<file path="src/rtl/pf_clk_div_delay_ctrl.sv">
// rtl/pf_clk_div_delay_ctrl.sv - LVDS RX delay-tap / bit-slip training controller (optional centering: PF_CDD_CTRL_CENTER_EN)
module pf_clk_div_delay_ctrl #(
    parameter int                    DATA_WIDTH     = 8,
    parameter logic [DATA_WIDTH-1:0] TRAIN_PATTERN  = 8'hB4,
    parameter int                    MAX_TAPS       = 128,
    parameter int                    RST_CYCLES     = 8,
    parameter int                    SETTLE_CYCLES  = 16,
    parameter int                    COMPARE_CYCLES = 32
) (
    input  logic                  CLK,
    input  logic                  RESET,
    input  logic                  START,
    input  logic [DATA_WIDTH-1:0] RX_DATA,
    input  logic                  DELAY_LINE_OUT_OF_RANGE,
    output logic                  CDD_RST_N,
    output logic                  DELAY_LINE_LOAD,
    output logic                  DELAY_LINE_MOVE,
    output logic                  DELAY_LINE_DIR,
    output logic                  BIT_SLIP,
    output logic [7:0]            TAP_COUNT,
    output logic                  BUSY,
    output logic                  DONE,
    output logic                  ERROR
);

    localparam int TAP_W  = 8;
    localparam int CNT_W  = $clog2(RST_CYCLES + SETTLE_CYCLES + COMPARE_CYCLES + 1);
    localparam int SLIP_W = (DATA_WIDTH > 1) ? $clog2(DATA_WIDTH) : 1;

    localparam logic [TAP_W-1:0]  TAP_LAST    = TAP_W'(MAX_TAPS - 1);
    localparam logic [SLIP_W-1:0] SLIP_LAST   = SLIP_W'(DATA_WIDTH - 1);
    localparam logic [CNT_W-1:0]  RST_LAST    = CNT_W'(RST_CYCLES - 1);
    localparam logic [CNT_W-1:0]  SETTLE_LAST = CNT_W'(SETTLE_CYCLES - 1);
    localparam logic [CNT_W-1:0]  CMP_LAST    = CNT_W'(COMPARE_CYCLES - 1);

    typedef enum logic [3:0] {
        ST_IDLE,
        ST_CDD_RST,
        ST_LOAD,
        ST_SETTLE,
        ST_COMPARE,
        ST_SLIP,
        ST_MOVE,
        ST_DONE,
        ST_ERROR
`ifdef PF_CDD_CTRL_CENTER_EN
        ,
        ST_SCAN,
        ST_BACK
`endif
    } state_t;

    state_t             state_q, state_n;
    logic [CNT_W-1:0]   cnt_q, cnt_n;
    logic [SLIP_W-1:0]  slip_cnt_q, slip_cnt_n;
    logic [TAP_W-1:0]   tap_q, tap_n;
    logic               cdd_rst_n_q, cdd_rst_n_n;
    logic               load_q, load_n;
    logic               move_q, move_n;
    logic               dir_q, dir_n;
    logic               bit_slip_q, bit_slip_n;
    logic               busy_q, busy_n;
    logic               done_q, done_n;
    logic               error_q, error_n;
    logic               oor_chk_q;

`ifdef PF_CDD_CTRL_CENTER_EN
    logic               scan_q, scan_n;
    logic               back_q, back_n;
    logic [TAP_W-1:0]   t_lo_q, t_lo_n;
    logic [TAP_W-1:0]   t_hi_q, t_hi_n;
    logic [TAP_W-1:0]   back_target;
    logic               back_step;

    // Centre of the passing window; the walk back stops when the tap reaches it.
    assign back_target = t_lo_q + ((t_hi_q - t_lo_q) >> 1);
    assign back_step   = (tap_q != back_target);
`endif

    // Next state and next value of every registered output; pulses default low.
    always_comb begin
        state_n     = state_q;
        cnt_n       = cnt_q;
        slip_cnt_n  = slip_cnt_q;
        tap_n       = tap_q;
        cdd_rst_n_n = 1'b1;
        load_n      = 1'b0;
        move_n      = 1'b0;
        dir_n       = dir_q;
        bit_slip_n  = 1'b0;
        busy_n      = busy_q;
        done_n      = done_q;
        error_n     = error_q;
`ifdef PF_CDD_CTRL_CENTER_EN
        scan_n      = scan_q;
        back_n      = back_q;
        t_lo_n      = t_lo_q;
        t_hi_n      = t_hi_q;
`endif
        case (state_q)
            ST_IDLE, ST_DONE, ST_ERROR: begin
                if (START) begin
                    state_n     = ST_CDD_RST;
                    cnt_n       = '0;
                    slip_cnt_n  = '0;
                    cdd_rst_n_n = 1'b0;
                    busy_n      = 1'b1;
                    done_n      = 1'b0;
                    error_n     = 1'b0;
`ifdef PF_CDD_CTRL_CENTER_EN
                    scan_n      = 1'b0;
                    back_n      = 1'b0;
`endif
                end
            end
            ST_CDD_RST: begin
                if (cnt_q == RST_LAST) begin
                    state_n = ST_LOAD;
                    cnt_n   = '0;
                    load_n  = 1'b1;
                    tap_n   = '0;
                end else begin
                    cnt_n       = cnt_q + CNT_W'(1);
                    cdd_rst_n_n = 1'b0;
                end
            end
            ST_LOAD: begin
                state_n = ST_SETTLE;
                cnt_n   = '0;
            end
            ST_SETTLE: begin
                if (oor_chk_q && DELAY_LINE_OUT_OF_RANGE) begin
                    state_n = ST_ERROR;
                    busy_n  = 1'b0;
                    error_n = 1'b1;
                end else if (cnt_q == SETTLE_LAST) begin
                    cnt_n = '0;
`ifdef PF_CDD_CTRL_CENTER_EN
                    if (back_q) begin
                        state_n = ST_BACK;
                        if (back_step) begin
                            move_n = 1'b1;
                            dir_n  = 1'b0;
                            tap_n  = tap_q - TAP_W'(1);
                        end
                    end else begin
                        state_n = ST_COMPARE;
                    end
`else
                    state_n = ST_COMPARE;
`endif
                end else begin
                    cnt_n = cnt_q + CNT_W'(1);
                end
            end
            ST_COMPARE: begin
                if (RX_DATA == TRAIN_PATTERN) begin
                    if (cnt_q == CMP_LAST) begin
                        cnt_n = '0;
`ifdef PF_CDD_CTRL_CENTER_EN
                        if (!scan_q) begin
                            t_lo_n = tap_q;
                        end
                        t_hi_n  = tap_q;
                        scan_n  = 1'b1;
                        state_n = ST_SCAN;
                        if (tap_q != TAP_LAST) begin
                            move_n = 1'b1;
                            dir_n  = 1'b1;
                            tap_n  = tap_q + TAP_W'(1);
                        end
`else
                        state_n = ST_DONE;
                        busy_n  = 1'b0;
                        done_n  = 1'b1;
`endif
                    end else begin
                        cnt_n = cnt_q + CNT_W'(1);
                    end
                end else begin
                    cnt_n = '0;
`ifdef PF_CDD_CTRL_CENTER_EN
                    if (scan_q) begin
                        state_n = ST_BACK;
                        scan_n  = 1'b0;
                        back_n  = 1'b1;
                        if (back_step) begin
                            move_n = 1'b1;
                            dir_n  = 1'b0;
                            tap_n  = tap_q - TAP_W'(1);
                        end
                    end else begin
`else
                    begin
`endif
                        state_n    = ST_SLIP;
                        bit_slip_n = (slip_cnt_q != SLIP_LAST);
                    end
                end
            end
            ST_SLIP: begin
                if (bit_slip_q) begin
                    slip_cnt_n = slip_cnt_q + SLIP_W'(1);
                    state_n    = ST_SETTLE;
                end else begin
                    slip_cnt_n = '0;
                    state_n    = ST_MOVE;
                    if (tap_q != TAP_LAST) begin
                        move_n = 1'b1;
                        dir_n  = 1'b1;
                        tap_n  = tap_q + TAP_W'(1);
                    end
                end
            end
            ST_MOVE: begin
                if (move_q) begin
                    state_n = ST_SETTLE;
                end else begin
                    state_n = ST_ERROR;
                    busy_n  = 1'b0;
                    error_n = 1'b1;
                end
            end
`ifdef PF_CDD_CTRL_CENTER_EN
            ST_SCAN: begin
                if (move_q) begin
                    state_n = ST_SETTLE;
                end else begin
                    state_n = ST_BACK;
                    scan_n  = 1'b0;
                    back_n  = 1'b1;
                    if (back_step) begin
                        move_n = 1'b1;
                        dir_n  = 1'b0;
                        tap_n  = tap_q - TAP_W'(1);
                    end
                end
            end
            ST_BACK: begin
                if (move_q) begin
                    state_n = ST_SETTLE;
                end else begin
                    state_n = ST_DONE;
                    back_n  = 1'b0;
                    busy_n  = 1'b0;
                    done_n  = 1'b1;
                end
            end
`endif
            default: begin
                state_n = ST_IDLE;
            end
        endcase
    end

    // State and output registers; reset aborts any training in progress.
    always_ff @(posedge CLK) begin
        if (RESET) begin
            state_q     <= ST_IDLE;
            cnt_q       <= '0;
            slip_cnt_q  <= '0;
            tap_q       <= '0;
            cdd_rst_n_q <= 1'b1;
            load_q      <= 1'b0;
            move_q      <= 1'b0;
            dir_q       <= 1'b0;
            bit_slip_q  <= 1'b0;
            busy_q      <= 1'b0;
            done_q      <= 1'b0;
            error_q     <= 1'b0;
            oor_chk_q   <= 1'b0;
`ifdef PF_CDD_CTRL_CENTER_EN
            scan_q      <= 1'b0;
            back_q      <= 1'b0;
            t_lo_q      <= '0;
            t_hi_q      <= '0;
`endif
        end else begin
            state_q     <= state_n;
            cnt_q       <= cnt_n;
            slip_cnt_q  <= slip_cnt_n;
            tap_q       <= tap_n;
            cdd_rst_n_q <= cdd_rst_n_n;
            load_q      <= load_n;
            move_q      <= move_n;
            dir_q       <= dir_n;
            bit_slip_q  <= bit_slip_n;
            busy_q      <= busy_n;
            done_q      <= done_n;
            error_q     <= error_n;
            // Range flag is only meaningful in the cycle right after a MOVE pulse.
            oor_chk_q   <= move_q;
`ifdef PF_CDD_CTRL_CENTER_EN
            scan_q      <= scan_n;
            back_q      <= back_n;
            t_lo_q      <= t_lo_n;
            t_hi_q      <= t_hi_n;
`endif
        end
    end

    assign CDD_RST_N       = cdd_rst_n_q;
    assign DELAY_LINE_LOAD = load_q;
    assign DELAY_LINE_MOVE = move_q;
    assign DELAY_LINE_DIR  = dir_q;
    assign BIT_SLIP        = bit_slip_q;
    assign TAP_COUNT       = tap_q;
    assign BUSY            = busy_q;
    assign DONE            = done_q;
    assign ERROR           = error_q;

endmodule

</file>
<file path="config.mk">
export PLATFORM = sky130hd
export DESIGN_NAME = pf_clk_div_delay_ctrl
export DESIGN_NICKNAME = d
export VERILOG_FILES = /design/src/rtl/pf_clk_div_delay_ctrl.sv
export SDC_FILE = /design/constraint.sdc
export NUM_CORES = 1
export LEC_CHECK = 0
export CORE_ASPECT_RATIO = 0.6
export CORE_MARGIN = 4
export CORE_UTILIZATION = 57
export DETAILED_ROUTE_END_ITERATION = 7
export PLACE_DENSITY = 0.84
export SLEW_MARGIN = 25
export SYNTH_ARGS = -nofsm -noshare
export SYNTH_HDL_FRONTEND = slang
export SYNTH_SLANG_ARGS = --single-unit
</file>
<file path="constraint.sdc">
create_clock -name CLK -period 3.5 [get_ports CLK]
set_input_delay 0.7 -clock CLK [delete_from_list [all_inputs] [get_ports CLK]]
set_output_delay 0.7 -clock CLK [all_outputs]
set_load 0.005 [all_outputs]
</file>
==> impl_metrics.tcl <==
set metrics [dict create \
    numPortBuffers 27 \
    detailroute.via_count 1725 \
    p_seq_share_pct 38.7 \
    area_growth_syn_to_layout_pct 20.4 \
    tritoncts.num_buffers 5 \
    cp_slowest_cell "o31ai_1" \
    top_layer_used "met4" \
    synthesis.instances 200 \
    swShare_pct 38.9 \
    cts_tree "built" \
    clockPowerShare_pct 22.8 \
    hold_path_startpoint "ERROR" \
    gp_congestion 0.851 \
    postCtsHoldBufs 0 \
    internal_power_mw 0.732 \
    cts_sinks 30 \
    hold_class "flip-flop to flip-flop" \
    synth_flop_cell "dfxtp_1" \
    rsz0062_at_grt "false" \
    clk_pin_slew_worst_paths_ns 0.06 \
    synthDistinctLibCells 55 \
    drt-total-wl_mm 4.66 \
    worstSetupEndpointType "flip-flop" \
    synthMuxAreaShare_pct 0.660 \
    min_delay_path_depth 2 \
    wl_met2_mm 2.03 \
    clk_path_buf_depth 2 \
    placed_cells_incl_taps 258 \
    synthXorXnorAreaFrac_pct 4.62 \
    die_height_um 50.4 \
    crit_path_max_fanout 19 \
    layout_cells_sized_above_1_pct 8.56 \
    post_synth_instance_area_mm2 0.00171 \
    run_status "completed" \
    clk_latency_ns 0.28 \
    globalRoute.totalOverflow 0 \
    synth-simple-area-share_pct 30.3 \
    detail-route-antenna-nets 0 \
    worstPathCellList "nor2b_1 > a211oi_1 > o31ai_1 > nor2_1 > a211o_1" \
    yosysWarnings 0 \
    ctsRootBufferMaster "clkbuf_8" \
    fmaxAchievable_ghz 0.402 \
    die_w_um 78.6 \
    post_cts_buffers 0 \
    routed_via_density 6.53 \
    worstSetupPathType "flip-flop to flip-flop" \
    min_to "ERROR" \
    timing_hold_violations_final 0 \
    power_per_cell_area_mw_per_mm2 583 \
    synthesis_stage_register_bit_count 30 \
    detailedPlacementHpwl_mm 3.24 \
    fin_cells 264 \
    reg2reg_slack_ns 1.01 \
    synth-edff-count 0 \
    tightestPinTransition_ns 0.913 \
    period_needed_ns 2.49 \
    slew_headroom_pct 38.9 \
    drcViolationCount 0 \
    worstReg2RegEnd "cnt_q[5]" \
    fraction_of_the_mapped_netlist_area_in_adder_cells_pct 2.93 \
    core.rowCount 15 \
    num_io_pins 28 \
    antennaDiodeCount 0 \
    critPathRequiredTime_ns 3.67 \
    timing.max_cap.violations 0 \
    groute.usage.overall_pct 25.7 \
    first_iter_violations 187 \
    grt_first_pass_wirelength_mm 7.84 \
    timing.critical_path.from_type "flip-flop" \
    p_comb_share_pct 38.5 \
    post-route-period-util_pct 71.0 \
    finalHoldWorstSlack_ns 0.476 \
    crit-reg2reg-launch "state_q[1]" \
    wl_per_cell_um 17.7 \
    power.leakage_nw 0.745 \
    r2r_cells 5 \
    initial_antenna_violation_count 0 \
    fill_cells 228 \
    ys_seq_area_share_pct 35.2 \
    first_global_vias 1613 \
    seqCellArea_um2 601 \
    postSynthAreaPerCell_um2 8.53 \
    postCtsResizedCells 0 \
    grt_max_degree 26 \
    start_util_pct 59.4 \
    die_area_mm2 0.00396 \
    drt_pass1_iterations 6 \
    met3WireLength_um 481 \
    finalSetupViolCount 0 \
    multi_input_gate_area_in_the_final_layout_mm2 0.00103 \
    crit_arrival_ns 2.65 \
    timing.clock.skew_ns 0.00207 \
    switching_power_mw 0.466 \
    ys_async_sr_fraction_pct 0 \
    vdd_ir_drop_max_mv 0.517 \
    ctsHtreeMaxLevel 2 \
    total_negative_slack_for_setup_checks_ns 0 \
    nNetsFinal 239 \
    slowest_delay_ns 0.71 \
    maxSlewViolCount 0 \
    detail_route.wirelength.met1_mm 2.02 \
    synth_compound_area_share_pct 21.8 \
    dominant_combinational_cell_family_by_area_after_synthesis "simple AND/OR/NAND/NOR gates" \
    fp.coreArea_mm2 0.00287 \
    syn-num-nets 216 \
    layout_common_cells "dfxtp_1 (30), clkdlybuf4s50_1 (27), nor2_1 (23)" \
    layout.cells.most_common "dfxtp_1" \
]
-- cells in the mapped netlist, drive strengths merged, types with 2 or more instances --
cell | count | area, um2
or3b | 2 | 20.0
and2 | 2 | 12.5
and3b | 2 | 17.5
or4b | 2 | 27.5
ha | 4 | 50.1
xor2 | 9 | 78.8
nor3 | 3 | 26.3
o211a | 2 | 20.0
o31ai | 2 | 20.0
nand4b | 3 | 26.3
nand3 | 9 | 45.0
nand2 | 14 | 52.6
a31oi | 4 | 25.0
or3 | 2 | 12.5
nand2b | 6 | 37.5
a21boi | 2 | 15.0
clkbuf | 4 | 15.0
or4 | 2 | 15.0
o2111ai | 2 | 17.5
o211ai | 3 | 22.5
dfxtp | 30 | 601
a22o | 3 | 26.3
and4 | 2 | 17.5
inv | 5 | 18.8
o21ai | 13 | 65.1
nor2 | 23 | 86.3
nand4bb | 2 | 22.5
or2 | 2 | 12.5
nor4 | 3 | 25.0
buf | 7 | 42.5
a211oi | 5 | 42.5
a21oi | 12 | 60.1
-- state kept, by name, summed over array words and instances (netlist names) --
name,cells
DELAY_LINE_LOAD,1
state_q,4
cnt_q,6
DONE,1
CDD_RST_N,1
oor_chk_q,1
ERROR,1
slip_cnt_q,3
DELAY_LINE_DIR,1
TAP_COUNT,8
BIT_SLIP,1
BUSY,1
DELAY_LINE_MOVE,1
-- layer usage --
| layer | global-route usage, % | vias up |
|---|---|---|
| li1 | - | 780 |
| met1 | 35.4 | 801 |
| met2 | 38.6 | 123 |
| met3 | 6.63 | 21 |
| met4 | 9.59 | 0 |
| met5 | 0 | - |
-- cell families (layout without fill, tap and decap cells) --
| kind of cell | after synthesis | after routing |
|---|---|---|
| AOI/OAI and AO/OA | 54 | 54 |
| xor gates and xnor gates | 9 | 9 |
| adders and majority gates | 4 | 4 |
| buffers and inverters | 16 | 38 |
| DFF | 30 | 30 |
| muxes | 1 | 1 |
| and+or+nand+nor | 86 | 86 |
-- power groups by stage --
stage	Clock [mW]	Sequential [mW]	Combinational, mW
CTS	0.274	0.461	0.451
global route	0.297	0.475	0.505
finish	0.273	0.464	0.461
floorplan	0	0.409	0.379
global placement	0	0.460	0.415
detailed placement	0	0.468	0.439
-- area by class of cell --
cell class              instances  area share [%]
clock buffers                   6            4.02
multi-input cells             154            50.1
inverters                       5           0.914
repair buffers                 27            13.2
flip-flops and latches         30            29.2
well taps                      42            2.56
-- worst max-delay path: cells and delay by family, from the launching register on --
| kind | cells | cell delay (ns) |
|---|---|---|
| simple gates | 2 | 0.52 |
| compound gates | 3 | 1.16 |
| flops | 1 | 0.69 |
-- worst max path at each step --
stage | slack, ns | startpoint | cells after the start | to
finish | 1.01 | state_q[1] | 5 | cnt_q[5]
floorplan | 1.45 | RX_DATA[1] | 5 | state_q[1]
CTS | 1.05 | state_q[1] | 5 | cnt_q[5]
global placement | 0.94 | RX_DATA[1] | 6 | state_q[1]
global route | 0.80 | state_q[1] | 5 | cnt_q[4]
detailed placement | 0.87 | START | 5 | cnt_q[5]
-- metrics by stage --
| stage | total power, mW | setup slack [ns] | util [%] | instance area, um2 |
|---|---|---|---|---|
| CTS | 1.19 | 1.05 | 71.5 | 2050 |
| detailed placement | 0.907 | 0.869 | 68.7 | 1970 |
| global placement | 0.875 | 0.936 | 68.7 | 1970 |
| global route | 1.28 | 0.805 | 71.5 | 2050 |
| finish | 1.20 | 1.01 | 71.5 | 2050 |
| floorplan | 0.788 | 1.45 | - | 1710 |
Power figures use the tool's default switching activity.
